==> config.mk <==
export PLATFORM = sky130hd
export DESIGN_NAME = serial_adder_flat
export DESIGN_NICKNAME = d
export VERILOG_FILES = /design/src/rtl/serial_adder_if.sv /design/src/rtl/serial_adder.sv /design/src/flat_wrapper.sv
export SDC_FILE = /design/constraint.sdc
export NUM_CORES = 1
export LEC_CHECK = 0
export ABC_AREA = 1
export BUFFER_PORTS_ARGS = -buffer_cell sky130_fd_sc_hd__buf_2
export CORE_MARGIN = 4
export CORE_UTILIZATION = 42
export CTS_CLUSTER_DIAMETER = 50
export CTS_CLUSTER_SIZE = 20
export DETAILED_ROUTE_END_ITERATION = 10
export PLACE_DENSITY = 0.61
export SLEW_MARGIN = 20
export SYNTH_ARGS = -nofsm -noshare
export SYNTH_HDL_FRONTEND = slang
export SYNTH_SLANG_ARGS = --single-unit
==> constraint.sdc <==
create_clock -name clk -period 1.71 [get_ports clk]
set_clock_uncertainty 0.2 [all_clocks]
set_input_delay 0.342 -clock clk [delete_from_list [all_inputs] [get_ports clk]]
set_output_delay 0.342 -clock clk [all_outputs]
set_load 0.005 [all_outputs]
==> src/rtl/serial_adder_if.sv <==
// Handshake and operand/result bundle for the bit-serial adder.
// The master drives the request and operands, and the slave returns status and result.
interface serial_adder_if #(
   parameter int WIDTH = 8
);
   logic             start;
   logic [WIDTH-1:0] a;
   logic [WIDTH-1:0] b;
   logic             cin;
   logic             busy;
   logic             done;
   logic [WIDTH-1:0] sum;
   logic             cout;
   logic             overflow;

   modport master (
      output start, a, b, cin,
      input  busy, done, sum, cout, overflow
   );

   modport slave (
      input  start, a, b, cin,
      output busy, done, sum, cout, overflow
   );
endinterface

==> src/rtl/serial_adder.sv <==
// Bit-serial adder that adds one bit per clock, starting at the LSB.
// Its full adder is built from two half adders, and a carry flip-flop holds the carry between bits.
module half_adder (
   input  logic x,
   input  logic y,
   output logic s,
   output logic c
);
   assign s = x ^ y;
   assign c = x & y;
endmodule

module serial_adder #(
   parameter int WIDTH = 8
) (
   input  logic           clk,
   input  logic           rst,
   serial_adder_if.slave  bus
);
   localparam int CNT_W = $clog2(WIDTH) + 1;
   localparam logic [CNT_W-1:0] CNT_LAST = CNT_W'(WIDTH - 1);
   localparam logic [CNT_W-1:0] CNT_ONE  = CNT_W'(1);

   typedef enum logic [1:0] {
      IDLE  = 2'd0,
      SHIFT = 2'd1,
      DONE  = 2'd2
   } state_t;

   state_t           state_r;
   logic [WIDTH-1:0] a_sh_r;
   logic [WIDTH-1:0] b_sh_r;
   logic [WIDTH-1:0] acc_r;
   logic [CNT_W-1:0] cnt_r;
   logic             carry_r;
   logic             busy_r;
   logic             done_r;
   logic [WIDTH-1:0] sum_r;
   logic             cout_r;
   logic             overflow_r;

   logic             ha0_s_s;
   logic             ha0_c_s;
   logic             ha1_c_s;
   logic             s_bit_s;
   logic             c_next_s;
   logic [WIDTH-1:0] acc_next_s;

   half_adder u_ha0 (.x(a_sh_r[0]), .y(b_sh_r[0]), .s(ha0_s_s), .c(ha0_c_s));
   half_adder u_ha1 (.x(ha0_s_s),   .y(carry_r),   .s(s_bit_s), .c(ha1_c_s));

   assign c_next_s   = ha0_c_s | ha1_c_s;
   assign acc_next_s = {s_bit_s, acc_r[WIDTH-1:1]};

   // Control FSM, shift datapath and the result registers.
   always_ff @(posedge clk) begin
      if (rst) begin
         state_r    <= IDLE;
         a_sh_r     <= '0;
         b_sh_r     <= '0;
         acc_r      <= '0;
         cnt_r      <= '0;
         carry_r    <= 1'b0;
         busy_r     <= 1'b0;
         done_r     <= 1'b0;
         sum_r      <= '0;
         cout_r     <= 1'b0;
         overflow_r <= 1'b0;
      end else begin
         case (state_r)
            IDLE: begin
               done_r <= 1'b0;
               if (bus.start) begin
                  a_sh_r  <= bus.a;
                  b_sh_r  <= bus.b;
                  carry_r <= bus.cin;
                  acc_r   <= '0;
                  cnt_r   <= '0;
                  busy_r  <= 1'b1;
                  state_r <= SHIFT;
               end else begin
                  busy_r  <= 1'b0;
                  state_r <= IDLE;
               end
            end
            SHIFT: begin
               a_sh_r  <= {1'b0, a_sh_r[WIDTH-1:1]};
               b_sh_r  <= {1'b0, b_sh_r[WIDTH-1:1]};
               acc_r   <= acc_next_s;
               carry_r <= c_next_s;
               cnt_r   <= cnt_r + CNT_ONE;
               // Overflow is the carry into the MSB XOR the carry out of the MSB.
               if (cnt_r == CNT_LAST) begin
                  sum_r      <= acc_next_s;
                  cout_r     <= c_next_s;
                  overflow_r <= carry_r ^ c_next_s;
                  busy_r     <= 1'b0;
                  done_r     <= 1'b1;
                  state_r    <= DONE;
               end else begin
                  busy_r  <= 1'b1;
                  done_r  <= 1'b0;
                  state_r <= SHIFT;
               end
            end
            DONE: begin
               busy_r  <= 1'b0;
               done_r  <= 1'b0;
               state_r <= IDLE;
            end
            default: begin
               busy_r  <= 1'b0;
               done_r  <= 1'b0;
               state_r <= IDLE;
            end
         endcase
      end
   end

   assign bus.busy     = busy_r;
   assign bus.done     = done_r;
   assign bus.sum      = sum_r;
   assign bus.cout     = cout_r;
   assign bus.overflow = overflow_r;
endmodule

==> src/flat_wrapper.sv <==
// flat-port wrapper written by rule: the top's interface ports become plain ports
module serial_adder_flat 
#(
   parameter int WIDTH = 8
)
  (clk, rst, bus_start, bus_a, bus_b, bus_cin, bus_busy, bus_done, bus_sum, bus_cout, bus_overflow);
  serial_adder_if #(.WIDTH(WIDTH)) bus_i ();
  input  logic clk;
  input  logic rst;
  input wire logic [$bits(bus_i.start)-1:0] bus_start;
  input wire logic [$bits(bus_i.a)-1:0] bus_a;
  input wire logic [$bits(bus_i.b)-1:0] bus_b;
  input wire logic [$bits(bus_i.cin)-1:0] bus_cin;
  output wire logic [$bits(bus_i.busy)-1:0] bus_busy;
  output wire logic [$bits(bus_i.done)-1:0] bus_done;
  output wire logic [$bits(bus_i.sum)-1:0] bus_sum;
  output wire logic [$bits(bus_i.cout)-1:0] bus_cout;
  output wire logic [$bits(bus_i.overflow)-1:0] bus_overflow;
  assign bus_i.start = bus_start;
  assign bus_i.a = bus_a;
  assign bus_i.b = bus_b;
  assign bus_i.cin = bus_cin;
  assign bus_busy = bus_i.busy;
  assign bus_done = bus_i.done;
  assign bus_sum = bus_i.sum;
  assign bus_cout = bus_i.cout;
  assign bus_overflow = bus_i.overflow;
  serial_adder #(.WIDTH(WIDTH)) u_core (.clk(clk), .rst(rst), .bus(bus_i));
endmodule
==> results of run 1 <==
-- area by class of cell --
cell class | count | area share
Sequential cell | 41 | 0.379
Tap cell | 50 | 0.0288
Inverter | 24 | 0.0415
Multi-Input combinational cell | 176 | 0.369
Clock buffer | 7 | 0.0398
Timing Repair Buffer | 46 | 0.128
Clock inverter | 1 | 0.0138
-- per-layer routing --
layer,global-route usage,wire length (um)
met5,0,0
met1,0.221,2020
met2,0.251,1780
met3,0.0413,145
met4,0.0553,53
-- cells in the mapped netlist, drive strengths merged --
cell type / count
nand3b: 1
dfxtp: 41
fa: 1
ha: 1
clkbuf: 5
nand2: 72
inv: 24
o21ai: 3
buf: 9
a21oi: 13
nor2: 35
nand3: 50
-- sequential cells by signal (all words and copies together) (netlist names) --
register	flops
u_core.a_sh_r	8
u_core.b_sh_r	8
u_core.bus.sum	8
u_core.acc_r	7
u_core.cnt_r	4
u_core.state_r	2
u_core.bus.cout	1
u_core.bus.done	1
u_core.bus.overflow	1
u_core.carry_r	1
-- through the flow --
stage / setup slack, ps / TNS, ps
3_5_place_dp: -51.5 / -239
6_report: 162 / 0
2_1_floorplan: 270 / 0
5_1_grt: -12.6 / -12.6
3_3_place_gp: 38.7 / 0
4_1_cts: 76.0 / 0
-- cell families (layout without fill, tap and decap cells) --
logic type / Yosys count / in the layout / synth area share
simple gates: 158 / 158 / 0.381
buf+inv: 38 / 78 / 0.0919
flops: 41 / 41 / 0.464
compound gates: 16 / 16 / 0.0452
fa+ha+maj: 2 / 2 / 0.0184
-- worst max path at each step --
stage	start	to	slack [ps]	cells after the start
6_report	u_core.cnt_r[0]$_SDFFE_PP0P_	u_core.bus.sum[6]$_SDFFE_PP0P_	160	8
5_1_grt	u_core.cnt_r[0]$_SDFFE_PP0P_	u_core.bus.sum[6]$_SDFFE_PP0P_	-10	8
4_1_cts	u_core.cnt_r[0]$_SDFFE_PP0P_	u_core.bus.sum[2]$_SDFFE_PP0P_	80	7
3_5_place_dp	u_core.cnt_r[0]$_SDFFE_PP0P_	u_core.bus.sum[2]$_SDFFE_PP0P_	-50	7
3_3_place_gp	u_core.cnt_r[0]$_SDFFE_PP0P_	u_core.bus.sum[3]$_SDFFE_PP0P_	40	7
2_1_floorplan	u_core.cnt_r[0]$_SDFFE_PP0P_	u_core.bus.overflow$_SDFFE_PP0P_	270	8
-- power by group through the flow --
| stage | Clock (W) | Sequential, W | Combinational, W |
|---|---|---|---|
| 6_report | 0.000803 | 0.00101 | 0.000213 |
| 5_1_grt | 0.000857 | 0.00101 | 0.000244 |
| 4_1_cts | 0.000823 | 0.00101 | 0.000216 |
| 3_5_place_dp | 0 | 0.00103 | 0.000215 |
| 3_3_place_gp | 0 | 0.00103 | 0.000214 |
| 2_1_floorplan | 0 | 0.00102 | 0.000144 |
-- worst max-delay path: cells and delay by family (launching register included) --
kind / cells / cell delay [ps]
adders and majority gates: 1 / 160
buffers and inverters: 1 / 150
and+or+nand+nor: 6 / 630
DFF: 1 / 350
-- timing repair --
action,CTS,global route
buffers inserted,0,7
pin swaps,0,2
setup endpoints to repair,8,8
resized for setup,1,4
==> metrics.csv, run 1 <==
stage,metric,value,unit
outcome,status,"finished, final reports clean",
synthesis,yosys_register_bits,41,
synthesis,synthesis.area,1770,um^2
finish,layout.cells.non_filler,345,
synthesis,synth_area_per_cell,6.94,um^2
power,swShare,0.236,
die,dieHeight,72.9,um
timing,period_share,0.905,
synthesis,synth.area.top_cells,"dfxtp_1, nand2_1, nand3_1, nor2_1, inv_1",
finish,diodes,0,
place,place_area,1990,um^2
setup_path,worstSetupEndpointType,register,
synthesis,yosysSeqAreaShare,0.464,
clock_network,clock-root-buffer,clkbuf_8,
setup_path,crit_fanout,7,
power,combinationalPowerShare,0.105,
setup_path,critPathSlowestCell,dfxtp_2,
clock_network,cts_tree,done,
global_route,grt_max_degree,29,
place,dp_hpwl,2750,um
die,fp-row-count,23,
finish,final_cell_mix,"nand2_1, nand3_1, dfxtp_1, nor2_1, buf_2",
route,vias_per_cell,4.72,
global_route,gr-total-overflow,0,
die,core,4030,um^2
clock_network,path_clk_slew,80,ps
global_route,grtUsageTotal,0.163,
global_route,grt_pass1_wl,6750,um
setup_path,cp-start-kind,register,
worst_hold_path,worstHoldStart,bus_a[7],
clock_network,hold_buffers,0,
synthesis,yosys.area.top_type,dfxtp_1,
finish,ff_latch_area,823,um^2
route,dr.pass1.iters,4,
die,ios,32,
power,sequentialPowerShare,0.497,
timing,slew_viol_final,0,
setup_path,rr_startpoint,u_core.cnt_r[0]$_SDFFE_PP0P_,
finish,final_common_cell,nand2_1,
timing,min_period,1550,ps
route,drt-total-wl,4010,um
route,drt_iter0_drc,80,
setup_path,reg2reg_to,u_core.bus.sum[6]$_SDFFE_PP0P_,
power,power.switching,0.000477,W
finish,syn_to_final_growth,22.5,%
synthesis,synth_cell_type_count,17,
setup_path,path_cells,"ha_1, nand2_1, nor2_4, nand2_4, nor2_4, clkbuf_2, nand2_1, nand2_1",
synthesis,syn_inst,255,
finish,fillers,430,
finish,nets,316,
power,p_leak,1.07,nW
place,io_buffers,31,
power,p_clk_frac,0.397,
route,routedWlPerCell,11.6,um
finish,stdcell_area,2170,um^2
finish,multi_input_comb_area,800,um^2
power,power,0.00202,W
timing,hold_viol,0,
die,dieArea,5320,um^2
timing,finalSetupViolCount,0,
timing,tightest_slew,358,ps
place,place_inst,330,
route,remaining_drc_errors,0,
clock_network,clockBufferDepth,2,
setup_path,r2r_slack,160,ps
setup_path,crit_top_cell,nand2_1,
route,via_count,1628,
setup_path,crit_required,1760,ps
worst_hold_path,hold_depth,3,
worst_hold_path,hp-class,in2reg,
clock_network,clock_sinks,41,
timing,clock.fmax,0.646,GHz
finish,fin_util,0.539,
synthesis,synth_warnings,0,
power,peakVddDrop,0.388,mV
route,final_antenna_net_count,0,
setup_path,arrival,1590,ps
synthesis,syn-num-nets,277,
setup_path,critical_path_class,reg2reg,
power,p_per_area,933,nW/um^2
setup_path,r2r.worst_path.cells,8,
timing,hold_slack,90.5,ps
clock_network,clock_latency,290,ps
timing,slew_headroom,0.760,
synthesis,synth_top_area_frac,0.464,
die,die_w,72.9,um
global_route,grt_pass1_vias,1454,
flow_run,drv_cap,0,
place,place.gp.congestion,0.762,
clock_network,h-tree-depth,2,
setup_path,max_stage_delay,350,ps
global_route,antenna_found_initial,0,
die,initial_utilization,0.439,
clock_network,cts_buffers,5,
finish,drive_gt1_frac,0.203,
power,p_int,0.00155,W
worst_hold_path,hold_end,u_core.a_sh_r[7]$_SDFFE_PP0P_,
No activity file was read; power rests on OpenSTA's default activity.
==> run 2, diff against run 1 <==
--- a/config.mk
+++ b/config.mk
@@ -8,11 +8,11 @@
 export ABC_AREA = 1
 export BUFFER_PORTS_ARGS = -buffer_cell sky130_fd_sc_hd__buf_2
 export CORE_MARGIN = 4
-export CORE_UTILIZATION = 42
+export CORE_UTILIZATION = 43
 export CTS_CLUSTER_DIAMETER = 50
 export CTS_CLUSTER_SIZE = 20
 export DETAILED_ROUTE_END_ITERATION = 10
-export PLACE_DENSITY = 0.61
+export PLACE_DENSITY = 0.62
 export SLEW_MARGIN = 20
 export SYNTH_ARGS = -nofsm -noshare
 export SYNTH_HDL_FRONTEND = slang
==> run 2 against run 1 <==
Sequential cell count unchanged; combinational power about the same; final cell count decreased by 0.87%; first-iteration DRC count decreased by 2.5%.
==> metrics.csv, run 2 (synthesis results as in run 1) <==
stage,metric,value,unit,change
timing,tightest_slew,331,ps,-27.7 ps
finish,ff_latch_area,821,um^2,-0.30%
clock_network,post_cts_buffers,0,,unchanged
die,fp-row-count,23,,unchanged
outcome,status,"finished, final reports clean",,
global_route,grt_pass1_vias,1464,,+0.69%
setup_path,worstSetupEndpointType,register,,
route,wl_met3,189,um,+30%
clock_network,clockBufferDepth,2,,unchanged
timing,hold_slack,94.1,ps,+3.69 ps
timing,slew_headroom,0.779,,+0.0185
route,drt_iter0_drc,78,,-2.5%
global_route,grtUsageTotal,0.161,,-0.00198
timing,slew_viol_final,0,,unchanged
timing,hold_viol,0,,unchanged
setup_path,startpoint,u_core.state_r[0]$_SDFF_PP0_,,
timing,rsz0062_at_grt,no,,
die,core,4000,um^2,-0.71%
place,io_buffers,31,,unchanged
timing,min_period,1550,ps,+0.469 ps
power,peakVddDrop,0.616,mV,+59%
finish,nets,313,,-0.95%
place,dp_hpwl,2770,um,+0.47%
route,drt-total-wl,3800,um,-5.2%
die,dieArea,5210,um^2,-2.1%
power,p_leak,1.06,nW,-1.0%
place,place.gp.congestion,0.740,,-2.9%
flow_run,drv_cap,0,,unchanged
route,remaining_drc_errors,0,,unchanged
worst_hold_path,hp-class,in2reg,,
setup_path,cp-start-kind,register,,
setup_path,critPathSlowestCell,dfxtp_1,,
die,ios,32,,unchanged
finish,multi_input_comb_area,801,um^2,+0.16%
clock_network,cts_tree,done,,
die,initial_utilization,0.443,,+0.00316
route,dr.pass1.iters,4,,unchanged
setup_path,arrival,1570,ps,-20 ps
worst_hold_path,worstHoldStart,bus_a[7],,
die,dieHeight,72.2,um,-1.0%
global_route,grt_max_degree,17,,-41%
global_route,grt_pass1_wl,6630,um,-1.7%
setup_path,path_buf_inv,2,,+1
finish,drive_gt1_frac,0.192,,-0.0116
route,vias_per_cell,4.78,,+1.3%
route,top_layer_used,met4,,
finish,final_common_cell,nand2_1,,
finish,syn_to_final_growth,21.4,%,
clock_network,h-tree-depth,2,,unchanged
finish,final_cell_mix,"nand2_1, nand3_1, dfxtp_1, nor2_1, buf_2",,
setup_path,critical_path_class,reg2reg,,
route,final_antenna_net_count,0,,unchanged
setup_path,rr_startpoint,u_core.state_r[0]$_SDFF_PP0_,,
timing,setup_tns,0,ps,unchanged
clock_network,clock_latency,290,ps,about the same
setup_path,max_stage_delay,400,ps,+50 ps
finish,fillers,420,,-2.3%
setup_path,path_cells,"inv_1, nor2_1, buf_4, o21ai_0, a21oi_1",,
power,p_per_area,1000,nW/um^2,+7.6%
timing,finalSetupViolCount,0,,unchanged
timing,clock.fmax,0.646,GHz,about the same
route,wl_met1,1920,um,-5.0%
clock_network,clock-root-buffer,clkbuf_8,,
route,route.met2.wl,1660,um,-6.9%
global_route,antenna_found_initial,0,,unchanged
setup_path,crit_required,1730,ps,-30 ps
setup_path,crit_fanout,15,,+8
finish,diodes,0,,unchanged
die,die_w,72.2,um,-1.0%
route,via_count,1635,,+0.43%
route,routedWlPerCell,11.1,um,-4.4%
clock_network,path_clk_slew,80,ps,about the same
timing,period_share,0.906,,about the same
clock_network,cts_buffers,5,,unchanged
global_route,gr-total-overflow,0,,unchanged
clock_network,clock_sinks,41,,unchanged
setup_path,cp_top_family,flip-flops,,
-- run 2: timing repair --
action | CTS | global route
endpoints found under the hold margin | 0 | 0
resized for setup | 0 | 2
hold buffers | 0 | 0
endpoints found under the setup margin | 0 | 11
-- run 2: cell type report --
class / instances / area share
Tap cell: 50 / 0.0291
Multi-Input combinational cell: 177 / 0.373
Clock buffer: 5 / 0.0320
Clock inverter: 3 / 0.0320
Timing Repair Buffer: 42 / 0.111
Sequential cell: 41 / 0.382
Inverter: 24 / 0.0419
-- run 2: metal layers --
layer  global-route usage  up-vias
li1                     -      873
met1                0.224      722
met2                0.245       38
met3               0.0429        2
met4               0.0438        0
met5                    0        -
-- run 2: path summary, 6_finish.rpt --
path	endpoint	slack (ps)	cells after the start
worst max-delay path	u_core.state_r[0]$_SDFF_PP0_	160	5
worst min-delay path	u_core.a_sh_r[7]$_SDFFE_PP0P_	90	3
worst max register to register	u_core.state_r[0]$_SDFF_PP0_	160	5
worst min register to register	u_core.bus.sum[4]$_SDFFE_PP0P_	270	2
-- run 2: metrics by stage --
step | utilization | area, um^2 | cells | total power, W | worst slack, ps
final | 0.537 | 2150 | 342 | 0.00216 | 161
after global routing | 0.537 | 2150 | 342 | 0.00226 | 15.4
after CTS | 0.534 | 2140 | 341 | 0.00217 | 21.6
after detailed placement | 0.500 | 2000 | 333 | 0.00124 | 26.2
after global placement | 0.500 | 2000 | 333 | 0.00124 | 71.6
after floorplan | - | 1770 | 255 | 0.00117 | 270
-- run 2: report_power, final --
group | internal, W | leakage [nW] | switching (W)
Clock | 0.000588 | 0.0687 | 0.000349
Combinational | 0.0000846 | 0.657 | 0.000129
Sequential | 0.000986 | 0.333 | 0.0000205
-- run 2: worst reg2reg max path, stage by stage, from the launching register on --
cell     delay, ps
dfxtp_1        400
inv_1           50
nor2_1         270
buf_4          270
o21ai_0        130
a21oi_1        150
==> run 3, diff against run 2 <==
--- a/config.mk
+++ b/config.mk
@@ -7,12 +7,14 @@
 export LEC_CHECK = 0
 export ABC_AREA = 1
 export BUFFER_PORTS_ARGS = -buffer_cell sky130_fd_sc_hd__buf_2
+export CELL_PAD_IN_SITES_DETAIL_PLACEMENT = 1
+export CELL_PAD_IN_SITES_GLOBAL_PLACEMENT = 2
 export CORE_MARGIN = 4
-export CORE_UTILIZATION = 43
+export CORE_UTILIZATION = 30
 export CTS_CLUSTER_DIAMETER = 50
 export CTS_CLUSTER_SIZE = 20
 export DETAILED_ROUTE_END_ITERATION = 10
-export PLACE_DENSITY = 0.62
+export PLACE_DENSITY = 0.76
 export SLEW_MARGIN = 20
 export SYNTH_ARGS = -nofsm -noshare
 export SYNTH_HDL_FRONTEND = slang
==> run 3 against run 2 <==
Clock power decreased by 26%; critical path type unchanged; via count increased by 3.0%; combinational power increased by 4%; global-route usage decreased by 2.5 points; die area increased by 38%; critical endpoint is now u_core.bus.sum[1]$_SDFFE_PP0P_; largest cell class unchanged; non-clock buffer count increased by 1; highest routed layer unchanged; power decreased by 11%; design area increased by 0.17%; first-iteration DRC count decreased by 12%; core utilization decreased by 15 points; sequential cell count unchanged; final cell count increased by 6.7%.
==> metrics.csv, run 3 (synthesis results as in run 1) <==
stage,metric,value,unit,change
timing,period_share,0.930,,+0.0243
clock_network,cts_tree,done,,
timing,hold_viol,0,,unchanged
clock_network,cts_buffers,5,,unchanged
power,p_per_area,894,nW/um^2,-11%
die,fp-row-count,27,,+17%
worst_hold_path,hp-class,in2reg,,
place,place_worst_setup_slack,92.1,ps,+65.9 ps
finish,multi_input_comb_area,806,um^2,+0.63%
route,final_antenna_net_count,0,,unchanged
setup_path,reg2reg_to,u_core.bus.sum[1]$_SDFFE_PP0P_,,
setup_path,crit_required,1700,ps,-30 ps
clock_network,clock_sinks,41,,unchanged
setup_path,path_cells,"ha_1, nand2_1, nor2_2, nand2_4, buf_4, nand3_1, nand2_1",,
setup_path,path_buf_inv,1,,-1
timing,fin_ws,120,ps,-41.6 ps
clock_network,clock-root-buffer,clkbuf_8,,
timing,finalSetupViolCount,0,,unchanged
timing,clock.fmax,0.629,GHz,-2.6%
power,peakVddDrop,0.593,mV,-3.8%
setup_path,max_stage_delay,380,ps,-20 ps
power,p_leak,1.05,nW,-0.93%
global_route,antenna_found_initial,0,,unchanged
route,drt-total-wl,4720,um,+24%
clock_network,clock_latency,290,ps,about the same
timing,slew_viol_final,0,,unchanged
global_route,gr-total-overflow,0,,unchanged
die,die_w,84.8,um,+18%
die,core,5610,um^2,+40%
finish,final_common_cell,nand2_1,,
die,ios,32,,unchanged
place,io_buffers,31,,unchanged
die,dieHeight,84.8,um,+18%
setup_path,cp-start-kind,register,,
timing,rsz0062_at_grt,no,,
timing,tightest_slew,350,ps,+19.6 ps
setup_path,rr_startpoint,u_core.cnt_r[0]$_SDFFE_PP0P_,,
worst_hold_path,hold_end,u_core.a_sh_r[7]$_SDFFE_PP0P_,,
setup_path,cp_top_family,simple AND/OR/NAND/NOR gates,,
finish,diodes,0,,unchanged
setup_path,crit_fanout,8,,-7
global_route,grt_pass1_wl,7760,um,+17%
place,place_area,2030,um^2,+1.8%
finish,stdcell_area,2150,um^2,+0.17%
setup_path,worstSetupEndpointType,register,,
setup_path,critPathSlowestCell,dfxtp_1,,
global_route,grtUsageTotal,0.135,,-0.0253
clock_network,path_clk_slew,80,ps,about the same
finish,final_cell_mix,"nand2_1, nand3_1, dfxtp_1, nor2_1, buf_2",,
route,routedWlPerCell,12.9,um,+16%
worst_hold_path,worstHoldStart,bus_a[7],,
finish,drive_gt1_frac,0.195,,+0.00276
route,via_count,1684,,+3.0%
finish,nets,314,,+0.32%
clock_network,post_cts_buffers,0,,unchanged
global_route,grt_pass1_vias,1621,,+11%
route,dr.pass1.iters,4,,unchanged
setup_path,arrival,1580,ps,about the same
setup_path,r2r_slack,120,ps,-40 ps
route,remaining_drc_errors,0,,unchanged
flow_run,drv_cap,0,,unchanged
global_route,grt_max_degree,17,,unchanged
setup_path,r2r.worst_path.cells,7,,+2
timing,setup_tns,0,ps,unchanged
die,initial_utilization,0.316,,-0.127
setup_path,crit_top_cell,nand2_1,,
timing,slew_headroom,0.767,,-0.0123
die,dieArea,7190,um^2,+38%
route,drt_iter0_drc,69,,-12%
finish,syn_to_final_growth,21.6,%,
worst_hold_path,hold_depth,3,,unchanged
clock_network,h-tree-depth,2,,unchanged
timing,min_period,1590,ps,+41.6 ps
clock_network,clockBufferDepth,2,,unchanged
finish,fillers,737,,+75%
finish,ff_latch_area,821,um^2,unchanged
place,dp_hpwl,3440,um,+24%
outcome,status,"finished, final reports clean",,
place,place.gp.congestion,0.716,,-3.2%
route,vias_per_cell,4.61,,-3.5%
setup_path,critical_path_class,reg2reg,,
## run 3: final cells by class
cell class                      count  share of cell area
Sequential cell                    41               0.381
Multi-Input combinational cell    177               0.374
Timing Repair Buffer               43               0.114
Clock buffer                        7              0.0447
Inverter                           24              0.0418
Tap cell                           72              0.0418
Clock inverter                      1             0.00232
## run 3: metrics by stage
stage               std cells  total power, W  utilization  hold slack [ps]
CTS                       364         0.00196        0.381             78.1
detailed placement        356         0.00125        0.363              261
floorplan                 255         0.00117            -              234
global placement          356         0.00125        0.363              254
global route              365         0.00203        0.384             90.8
finish                    365         0.00193        0.384             89.8
## run 3: report_power, final
part / total [W] / switching (W) / internal [W]
logic: 0.000222 / 0.000139 / 0.0000838
registers: 0.00101 / 0.0000203 / 0.000986
clock network: 0.000696 / 0.000331 / 0.000365
## run 3: worst max path at each step
stage,start,end,slack (ps),cells past startpoint
3_5_place_dp,u_core.cnt_r[0]$_SDFFE_PP0P_,u_core.bus.cout$_SDFFE_PP0P_,90,7
4_1_cts,u_core.cnt_r[0]$_SDFFE_PP0P_,u_core.bus.sum[1]$_SDFFE_PP0P_,70,7
3_3_place_gp,u_core.cnt_r[0]$_SDFFE_PP0P_,u_core.bus.sum[2]$_SDFFE_PP0P_,200,7
6_report,u_core.cnt_r[0]$_SDFFE_PP0P_,u_core.bus.sum[1]$_SDFFE_PP0P_,120,7
5_1_grt,u_core.cnt_r[0]$_SDFFE_PP0P_,u_core.bus.sum[1]$_SDFFE_PP0P_,20,7
2_1_floorplan,u_core.cnt_r[0]$_SDFFE_PP0P_,u_core.bus.overflow$_SDFFE_PP0P_,270,8
## run 3: worst reg2reg max path: cells and delay by family, from the launching register on
family        cells  cell delay (ps)
fa+ha+maj         1              180
simple gates      5              540
flops             1              380
buf+inv           1              190
## run 3: repair_timing
item	4_1_cts	5_1_grt
endpoints found under the setup margin	0	6
gates resized for setup	0	3
hold buffers	0	0
## run 3: metal layers
layer | track usage | vias to the layer above | routed length [um]
li1 | - | 872 | -
met1 | 0.182 | 786 | 2370
met2 | 0.216 | 21 | 2140
met3 | 0.0330 | 5 | 154
met4 | 0.0388 | 0 | 48
met5 | 0 | - | 0
